`src/rtl/reg_spill_fill.sv`:
```
// Block-transfer engine between the register file and data memory.
// Spill copies a register run to memory, fill copies memory back; each element waits for grant_i.
module reg_spill_fill #(
  parameter int unsigned PW = 4,
  parameter int unsigned AW = 8
) (
  input  logic          clk_i,
  input  logic          reset_i,
  input  logic          start_i,
  input  logic          mode_i,
  input  logic [PW:0]   first_reg_i,
  input  logic [PW:0]   count_i,
  input  logic [AW-1:0] base_addr_i,
  input  logic          grant_i,
  output logic [PW:0]   rf_rd_addr_o,
  input  logic [7:0]    rf_rd_dat_i,
  output logic          rf_wr_en_o,
  output logic [PW:0]   rf_wr_addr_o,
  output logic [7:0]    rf_wr_dat_o,
  output logic [AW-1:0] mem_addr_o,
  output logic          mem_wr_en_o,
  output logic [7:0]    mem_wr_dat_o,
  input  logic [7:0]    mem_rd_dat_i,
  output logic          busy_o,
  output logic          done_o,
  output logic          err_o
);

  typedef enum logic [1:0] {StIdle, StXfer, StDone, StErr} state_e;

  localparam logic [PW+1:0] NumRegs = {2'b01, {PW{1'b0}}};

  state_e        state_q;
  logic [PW:0]   idx_q;
  logic          mode_q;
  logic [PW:0]   first_q;
  logic [PW:0]   count_q;
  logic [AW-1:0] base_q;
  logic          busy_q;
  logic          done_q;
  logic          err_q;

  logic [PW+1:0] req_end;
  logic          req_bad;
  logic          last_elem;
  logic [PW:0]   reg_addr;
  logic [AW-1:0] elem_addr;

  // Range check is one bit wider than the pointer so first+count cannot wrap.
  assign req_end   = {1'b0, first_reg_i} + {1'b0, count_i};
  assign req_bad   = (count_i == '0) || (req_end > NumRegs);
  assign last_elem = (idx_q == count_q - (PW+1)'(1));
  assign reg_addr  = first_q + idx_q;
  assign elem_addr = base_q + AW'(idx_q);

  always_ff @(posedge clk_i or posedge reset_i) begin
    if (reset_i) begin
      state_q <= StIdle;
      idx_q   <= '0;
      mode_q  <= 1'b0;
      first_q <= '0;
      count_q <= '0;
      base_q  <= '0;
      busy_q  <= 1'b0;
      done_q  <= 1'b0;
      err_q   <= 1'b0;
    end else begin
      done_q <= 1'b0;
      err_q  <= 1'b0;
      unique case (state_q)
        StIdle: begin
          if (start_i) begin
            mode_q  <= mode_i;
            first_q <= first_reg_i;
            count_q <= count_i;
            base_q  <= base_addr_i;
            idx_q   <= '0;
            if (req_bad) begin
              state_q <= StErr;
              err_q   <= 1'b1;
            end else begin
              state_q <= StXfer;
              busy_q  <= 1'b1;
            end
          end
        end
        StXfer: begin
          if (grant_i) begin
            if (last_elem) begin
              state_q <= StDone;
              busy_q  <= 1'b0;
              done_q  <= 1'b1;
            end else begin
              idx_q <= idx_q + (PW+1)'(1);
            end
          end
        end
        StDone:  state_q <= StIdle;
        StErr:   state_q <= StIdle;
        default: state_q <= StIdle;
      endcase
    end
  end

  // Port drive is combinational in state so an async reset drops the write enables at once.
  always_comb begin
    rf_rd_addr_o = '0;
    rf_wr_en_o   = 1'b0;
    rf_wr_addr_o = '0;
    rf_wr_dat_o  = '0;
    mem_addr_o   = '0;
    mem_wr_en_o  = 1'b0;
    mem_wr_dat_o = '0;
    if (state_q == StXfer) begin
      mem_addr_o = elem_addr;
      if (mode_q) begin
        rf_wr_addr_o = reg_addr;
        rf_wr_dat_o  = mem_rd_dat_i;
        rf_wr_en_o   = grant_i;
      end else begin
        rf_rd_addr_o = reg_addr;
        mem_wr_dat_o = rf_rd_dat_i;
        mem_wr_en_o  = grant_i;
      end
    end
  end

  assign busy_o = busy_q;
  assign done_o = done_q;
  assign err_o  = err_q;

endmodule

```
`config.mk`:
```
export PLATFORM = sky130hd
export DESIGN_NAME = reg_spill_fill
export DESIGN_NICKNAME = d
export VERILOG_FILES = /design/src/rtl/reg_spill_fill.sv
export SDC_FILE = /design/constraint.sdc
export NUM_CORES = 1
export LEC_CHECK = 0
export ABC_AREA = 1
export CAP_MARGIN = 10
export CORE_MARGIN = 2
export CORE_UTILIZATION = 30
export DETAILED_ROUTE_END_ITERATION = 8
export HOLD_SLACK_MARGIN = 0.08
export SYNTH_ARGS = -nofsm -noshare
export SYNTH_HDL_FRONTEND = slang
export SYNTH_SLANG_ARGS = --single-unit
```
`constraint.sdc`:
```
create_clock -name clk_i -period 3.54 [get_ports clk_i]
set_clock_uncertainty 0.2 [all_clocks]
set_input_delay 0.885 -clock clk_i [delete_from_list [all_inputs] [get_ports clk_i]]
set_output_delay 0.885 -clock clk_i [all_outputs]
set_load 0.005 [all_outputs]
```
==> summary.md, run 1 <==
| Metric | Value |
|---|---|
| Via density | `4.471` |
| Drt wl/cell | `11.21 µm` |
| GR Overflow Total | `0` |
| Number of placement rows | `31` |
| Yosys warnings | `0` |
| Die height | `90.41 µm` |
| GP Congestion | `0.8537` |
| I/O pin cnt | `78` |
| Starting Density | `0.3088` |
| Placed instance count | `506` |
| Min-delay src | `base_q[4]$_DFFE_PP0P_` |
| Cells after synthesis | `332` |
| # diodes | `0` |
| Crit Path Class | `reg2out` |
| RSZ-0062 raised after global routing | `no` |
| CP required | `2.45 ns` |
| Final setup fails | `0` |
| Die width | `90.41 µm` |
| Final min period | `3.408 ns` |
| DRC | `0` |
| Detailed Route Iter0 Violations | `65` |
| Worst r2r src | `count_q[0]$_DFFE_PP0P_` |
| Core area | `7253 µm²` |
| Worst-margin pin slew | `0.4046 ns` |
| Cell area power density | `712.6 nW/µm²` |
| Yosys reg bits | `29` |
| Post-DP HPWL | `4.625 mm` |
| Hold path depth | `2` |
| Syn Nets | `390` |
| Final ANT Viol Nets | `0` |
| Max Clock Freq | `293.4 MHz` |
| Final Hold Viols | `0` |
| Clock buffer depth | `2` |
| Pin count of the biggest net entering global routing | `30` |
| Area occupied by multi-input gates | `1358 µm²` |
| FF+latch area | `725.7 µm²` |
| Worst setup SP type | `register` |
| CP max FO | `6` |
| Layout Nets | `472` |
| Port Buffers | `77` |
| Slew margin rel. | `0.7303` |
| Commonest non-fill, non-tap cell in the layout | `nand2_1` |
| GRT Util Overall | `0.1472` |
| Post-CTS Setup Repair Bufs | `0` |
| Setup crit end kind | `output port` |
| Initial antenna violation count | `0` |
| Avg Inst Size Synth | `6.746 µm²` |
| Hold Crit Endpoint | `base_q[4]$_DFFE_PP0P_` |
| Worst Hold Class | `reg2reg` |
| Clock transition at path regs | `0.06 ns` |
| Distinct cells, synth | `30` |
| Final cycle utilization of the critical path | `0.9628` |
| Clk sink count | `29` |
| Reg2reg path depth | `12` |
| Setup tns final | `0 ns` |
| Mapped Area | `2240 µm²` |
| Number of max-cap violations | `0` |
| Wirelength, routed | `5.760 mm` |
| Root Buffer | `clkbuf_8` |
| H-Tree Depth | `2` |
| FF-to-FF End | `busy_o$_DFFE_PP0P_` |
| Die area | `8173 µm²` |
| Total vias in the final route | `2,298` |
| Vias in the first global route | `2,174` |
| Worst VDD drop | `0.2606 mV` |
| CTS tree | `done` |
| Layout cells sized above 1 | `0.07470` |
| TritonRoute pass-1 iters | `4` |
| Most frequent cells in the layout | `108 x nand2_1, 74 x clkdlybuf4s50_1, 53 x nor2_1, 32 x inv_1, 29 x dfrtp_1` |
| Clock latency at the later pin of the worst-skew pair | `0.28 ns` |
| Outcome | `finished, final reports clean` |
| Num CTS Buffers | `5` |
| Fin. max-slew vios | `0` |
| FF-to-FF setup slack | `1.60 ns` |
| Worst Path Arrival | `2.32 ns` |
| First-pass GRT wire length | `9.880 mm` |
| Layout fillers | `753` |
| Fin cells | `514` |
| Area grow syn2layout | `45.03%` |
| Register area share after synthesis | `0.3240` |
| Hold Buf Count CTS | `0` |
| Leakage dissipation | `0.001619 µW` |
-- cell type report --
| type | instances | area share |
|---|---|---|
| repair buffers | 83 | 0.2523 |
| multi-input cells | 258 | 0.4179 |
| inverters | 37 | 0.04276 |
| clock inverters | 2 | 0.003082 |
| clock buffers | 6 | 0.02234 |
| well taps | 99 | 0.03814 |
| flip-flops and latches | 29 | 0.2234 |
-- what timing repair did --
| item | in CTS | in global routing |
|---|---|---|
| pin swaps | 1 | 0 |
| gates resized for setup | 4 | 5 |
| gates cloned | 0 | 0 |
| setup endpoints to repair | 1 | 5 |
-- synth_stat cells --
library cell / n / share of area
a21oi_1: 11 / 0.025
a31oi_1: 1 / 0.0028
buf_1: 2 / 0.0034
buf_2: 2 / 0.0045
buf_6: 1 / 0.0050
clkbuf_1: 2 / 0.0034
clkbuf_2: 1 / 0.0022
clkinv_1: 2 / 0.0034
dfrtp_1: 29 / 0.32
fa_1: 3 / 0.027
ha_1: 16 / 0.089
inv_1: 32 / 0.054
inv_2: 3 / 0.0050
nand2_1: 108 / 0.18
nand2_2: 3 / 0.0084
nand2_4: 2 / 0.010
nand3_1: 19 / 0.042
nand3_2: 1 / 0.0045
nand4_1: 1 / 0.0028
nor2_1: 53 / 0.089
nor2_4: 1 / 0.0050
nor3_1: 7 / 0.016
o211ai_1: 1 / 0.0034
o21a_1: 1 / 0.0034
o21ai_0: 15 / 0.034
o21bai_1: 2 / 0.0067
o22ai_1: 1 / 0.0028
or2_2: 3 / 0.0084
xnor2_1: 4 / 0.016
xor2_1: 5 / 0.020
-- critical path, cell delays in order (launching register included) --
cell,delay [ns]
dfrtp_1,0.39
buf_4,0.16
ha_1,0.22
fa_2,0.35
nand3_1,0.09
nand2_1,0.07
xor2_1,0.15
nor2_1,0.10
clkdlybuf4s50_1,0.51
-- routing by layer --
| layer | wire length [µm] | global-route usage | part of all wire |
|---|---|---|---|
| met4 | 30 | 0.03846 | 0.0052 |
| met2 | 2779 | 0.2575 | 0.48 |
| met1 | 2588 | 0.1742 | 0.45 |
| met5 | 0 | 0 | 0 |
| met3 | 361 | 0.04674 | 0.063 |
-- cell families (layout without fill, tap and decap cells) --
group | Yosys count | in the layout | synth area share
compound gates | 32 | 32 | 0.07710
flops | 29 | 29 | 0.3240
buf+inv | 45 | 128 | 0.08045
simple gates | 198 | 198 | 0.3670
fa+ha+maj | 19 | 19 | 0.1162
xor+xnor | 9 | 9 | 0.03519
-- through the flow --
stage / utilization / total power (µW) / hold slack [ns] / worst slack [ns] / area, µm²
4_1_cts: 0.4445 / 2339 / 0.2790 / 0.04676 / 3224
2_1_floorplan: - / 1423 / 0.2459 / 0.6759 / 2240
3_5_place_dp: 0.4326 / 2069 / 0.2640 / 0.1437 / 3138
5_1_grt: 0.4478 / 2565 / 0.3084 / 0.001115 / 3248
6_report: 0.4478 / 2315 / 0.2729 / 0.1318 / 3248
3_3_place_gp: 0.4326 / 2041 / 0.2594 / 0.1840 / 3138
-- report_power, final --
part / switching (µW) / internal [µW]
Clock: 124 / 136
Combinational: 760 / 714
Sequential: 114 / 466
Total: 999 / 1320
-- sequential cells by signal, summed over array words and instances (netlist names) --
register / flops
count_q: 5
base_q: 8
mode_q: 1
done_o: 1
err_o: 1
first_q: 5
state_q: 2
idx_q: 5
busy_o: 1
-- how the worst max path moves through the flow --
stage                     slack, ns  depth (start not counted)                 start         endpoint
after global placement         0.18                         11  idx_q[0]$_DFFE_PP0P_    mem_addr_o[6]
after global routing          0.001                         12  idx_q[0]$_DFFE_PP0P_    mem_addr_o[6]
after detailed placement       0.14                         11  idx_q[0]$_DFFE_PP0P_    mem_addr_o[6]
final                          0.13                          8  idx_q[0]$_DFFE_PP0P_  rf_rd_addr_o[4]
after CTS                      0.05                          8  idx_q[0]$_DFFE_PP0P_  rf_rd_addr_o[4]
after floorplan                0.68                         10  idx_q[0]$_DFFE_PP0P_    mem_addr_o[6]
No activity file was read; power rests on OpenSTA's default activity.
==> run 2, diff against run 1 <==
- PLACE_DENSITY: default -> 0.56
==> run 2 against run 1 <==
  * Total power decreased by 0.30%
  * First-iteration DRC count increased by 68%
  * Critical path depth unchanged
  * Via count decreased by 0.96%
  * Clock power increased by 2%
  * Sequential power decreased by 0.9%
  * Critical path type unchanged
  * Critical endpoint is now rf_wr_addr_o[4]
  * Largest cell class unchanged
==> summary.md, run 2 (synthesis results as in run 1) <==
| Metric | Value |
|---|---|
| Outcome | `finished, final reports clean` |
| Area occupied by multi-input gates | `1351 µm² (-0.46%)` |
| CP delay by family, top | `buffers and inverters` |
| Die width | `90.41 µm (unchanged)` |
| Worst-margin pin slew | `0.3765 ns (-0.02803 ns)` |
| Die area | `8173 µm² (unchanged)` |
| Crit path cell chain | `buf_4 > ha_1 > fa_2 > nand3_1 > nand2_1 > xor2_1 > nor2_1 > clkdlybuf4s50_1` |
| Pint | `1312 µW (-0.32%)` |
| Sw Ratio | `0.4316 (about the same)` |
| Wirelength, routed | `5.617 mm (-2.5%)` |
| Seq pwr share | `0.249 (-0.002)` |
| WP buf/inv | `2 (unchanged)` |
| Design area | `3246 µm² (about the same)` |
| Slew margin rel. | `0.7490 (+0.01868)` |
| CP max stage delay | `0.50 ns (about the same)` |
| Fin cells | `514 (unchanged)` |
| Layout fillers | `779 (+3.5%)` |
| Leakage dissipation | `0.001620 µW (about the same)` |
| Worst Hold Class | `reg2reg` |
| CP required | `2.45 ns (about the same)` |
| Detailed Route Iter0 Violations | `109 (+68%)` |
| Final min period | `3.392 ns (-0.01644 ns)` |
| RSZ-0062 raised after global routing | `no` |
| Placed instance count | `506 (unchanged)` |
| Root Buffer | `clkbuf_8` |
| GRT Util Overall | `0.1409 (-0.006298)` |
| TritonRoute pass-1 iters | `4 (unchanged)` |
| Clock transition at path regs | `0.07 ns (about the same)` |
| I/O pin cnt | `78 (unchanged)` |
| Worst path slowest cell | `clkdlybuf4s50_1` |
| Fin. max-slew vios | `0 (unchanged)` |
| Worst VDD drop | `0.2244 mV (-14%)` |
| Number of placement rows | `31 (unchanged)` |
| Number of max-cap violations | `0 (unchanged)` |
| CTS tree | `done` |
| Switching power | `996.0 µW (-0.27%)` |
| Post-CTS Setup Repair Bufs | `0 (unchanged)` |
| Logic pwr share | `0.637 (about the same)` |
| CP max FO | `6 (unchanged)` |
| # diodes | `0 (unchanged)` |
| Commonest non-fill, non-tap cell in the layout | `nand2_1` |
| Initial antenna violation count | `0 (unchanged)` |
| Most frequent cells in the layout | `107 x nand2_1, 74 x clkdlybuf4s50_1, 53 x nor2_1, 32 x inv_1, 29 x dfrtp_1` |
| Post-DP Area | `3138 µm² (unchanged)` |
| Clock latency at the later pin of the worst-skew pair | `0.28 ns (about the same)` |
| Port Buffers | `77 (unchanged)` |
| Post-DP HPWL | `4.597 mm (-0.62%)` |
| Final cycle utilization of the critical path | `0.9581 (-0.004643)` |
| Cell area power density | `711.0 nW/µm² (-0.22%)` |
| Setup tns final | `0 ns (unchanged)` |
| Final Hold Viols | `0 (unchanged)` |
| Crit Path Class | `reg2out` |
| Starting Density | `0.3088 (unchanged)` |
| Clk sink count | `29 (unchanged)` |
| Die height | `90.41 µm (unchanged)` |
| Worst Path Arrival | `2.31 ns (about the same)` |
| Met1 Use GR | `0.1598 (-0.01442)` |
| FF+latch area | `725.7 µm² (unchanged)` |
| Max reg flops | `8 (unchanged)` |
| Max Clock Freq | `294.8 MHz (+0.48%)` |
| Total vias in the final route | `2,276 (-0.96%)` |
| First-pass GRT wire length | `9.522 mm (-3.6%)` |
| Num CTS Buffers | `5 (unchanged)` |
| Setup crit end kind | `output port` |
| Final setup fails | `0 (unchanged)` |
| Layout cells sized above 1 | `0.07952 (+0.004819)` |
| GP Congestion | `0.8296 (-2.8%)` |
| Core area | `7253 µm² (unchanged)` |
| Via density | `4.428 (-0.96%)` |
| DRC | `0 (unchanged)` |
| Clock buffer depth | `2 (unchanged)` |
| Drt wl/cell | `10.93 µm (-2.5%)` |
| Pin count of the biggest net entering global routing | `30 (unchanged)` |
| GR Layer Usage met2 | `0.2600 (+0.002506)` |
| Layout Nets | `472 (unchanged)` |
| H-Tree Depth | `2 (unchanged)` |
| Clock share of power | `0.114 (+0.002)` |
| Worst setup SP type | `register` |
| Reg2reg path depth | `12 (unchanged)` |
| Final ANT Viol Nets | `0 (unchanged)` |
| Global route hottest layer | `met2` |
| Most flops, register | `base_q` |
| Area grow syn2layout | `44.92% (about the same)` |
| Critical path depth | `8 (unchanged)` |
| Vias in the first global route | `2,188 (+0.64%)` |
| GR Overflow Total | `0 (unchanged)` |
| GRT met3 Usage | `0.03923 (-0.007513)` |
| Hold path depth | `2 (unchanged)` |
==> run 2: cell type report <==
cell class	count	area share
Clock inverter	3	0.005397
Inverter	37	0.04279
Clock buffer	5	0.02120
Timing Repair Buffer	83	0.2525
Multi-Input combinational cell	258	0.4163
Sequential cell	29	0.2236
Tap cell	99	0.03817
==> run 2: power by group through the flow <==
stage | combinational (µW) | sequential (µW) | clock, µW
6_report | 1470 | 575 | 264
5_1_grt | 1670 | 591 | 295
4_1_cts | 1500 | 575 | 275
3_5_place_dp | 1490 | 579 | 0
3_3_place_gp | 1470 | 576 | 0
2_1_floorplan | 861 | 562 | 0
==> run 2: worst min-delay path: cells and delay by family, from the launching register on <==
family	cells	cell delay (ns)
flip-flops	1	0.35
AND/OR/NAND/NOR	2	0.10
==> run 2: metrics by stage <==
step	power (µW)	setup WS, ns	utilization	hold slack, ns
final	2308	0.1483	0.4475	0.2786
after CTS	2345	0.05553	0.4451	0.2823
after floorplan	1423	0.6759	-	0.2459
after detailed placement	2072	0.1289	0.4326	0.2664
after global placement	2048	0.1807	0.4326	0.2611
after global routing	2559	0.02806	0.4475	0.2937
==> run 2: final timing paths <==
| check | from | endpoint | slack (ns) |
|---|---|---|---|
| max in group asynchronous | reset_i | mode_q$_DFFE_PP0P_ | 2.09 |
| min in group asynchronous | reset_i | err_o$_DFF_PP0_ | 0.77 |
| worst max-delay path | idx_q[0]$_DFFE_PP0P_ | rf_wr_addr_o[4] | 0.15 |
| worst max register to register | count_q[0]$_DFFE_PP0P_ | busy_o$_DFFE_PP0P_ | 1.62 |
| worst min register to register | base_q[4]$_DFFE_PP0P_ | base_q[4]$_DFFE_PP0P_ | 0.28 |
| worst min-delay path | base_q[4]$_DFFE_PP0P_ | base_q[4]$_DFFE_PP0P_ | 0.28 |
==> run 2: per-layer routing <==
| metal | wire (µm) | share of wire | vias to the layer above |
|---|---|---|---|
| met3 | 324 | 0.058 | 4 |
| li1 | - | - | 1200 |
| met4 | 42 | 0.0075 | 0 |
| met5 | 0 | 0 | - |
| met1 | 2505 | 0.45 | 1006 |
| met2 | 2745 | 0.49 | 66 |
==> run 2: timing repair <==
action                                  in CTS  in global routing
pin swaps                                    1                  0
resized for setup                            4                  6
endpoints found under the hold margin        0                  0
endpoints found under the setup margin       1                  4
hold buffers                                 0                  0
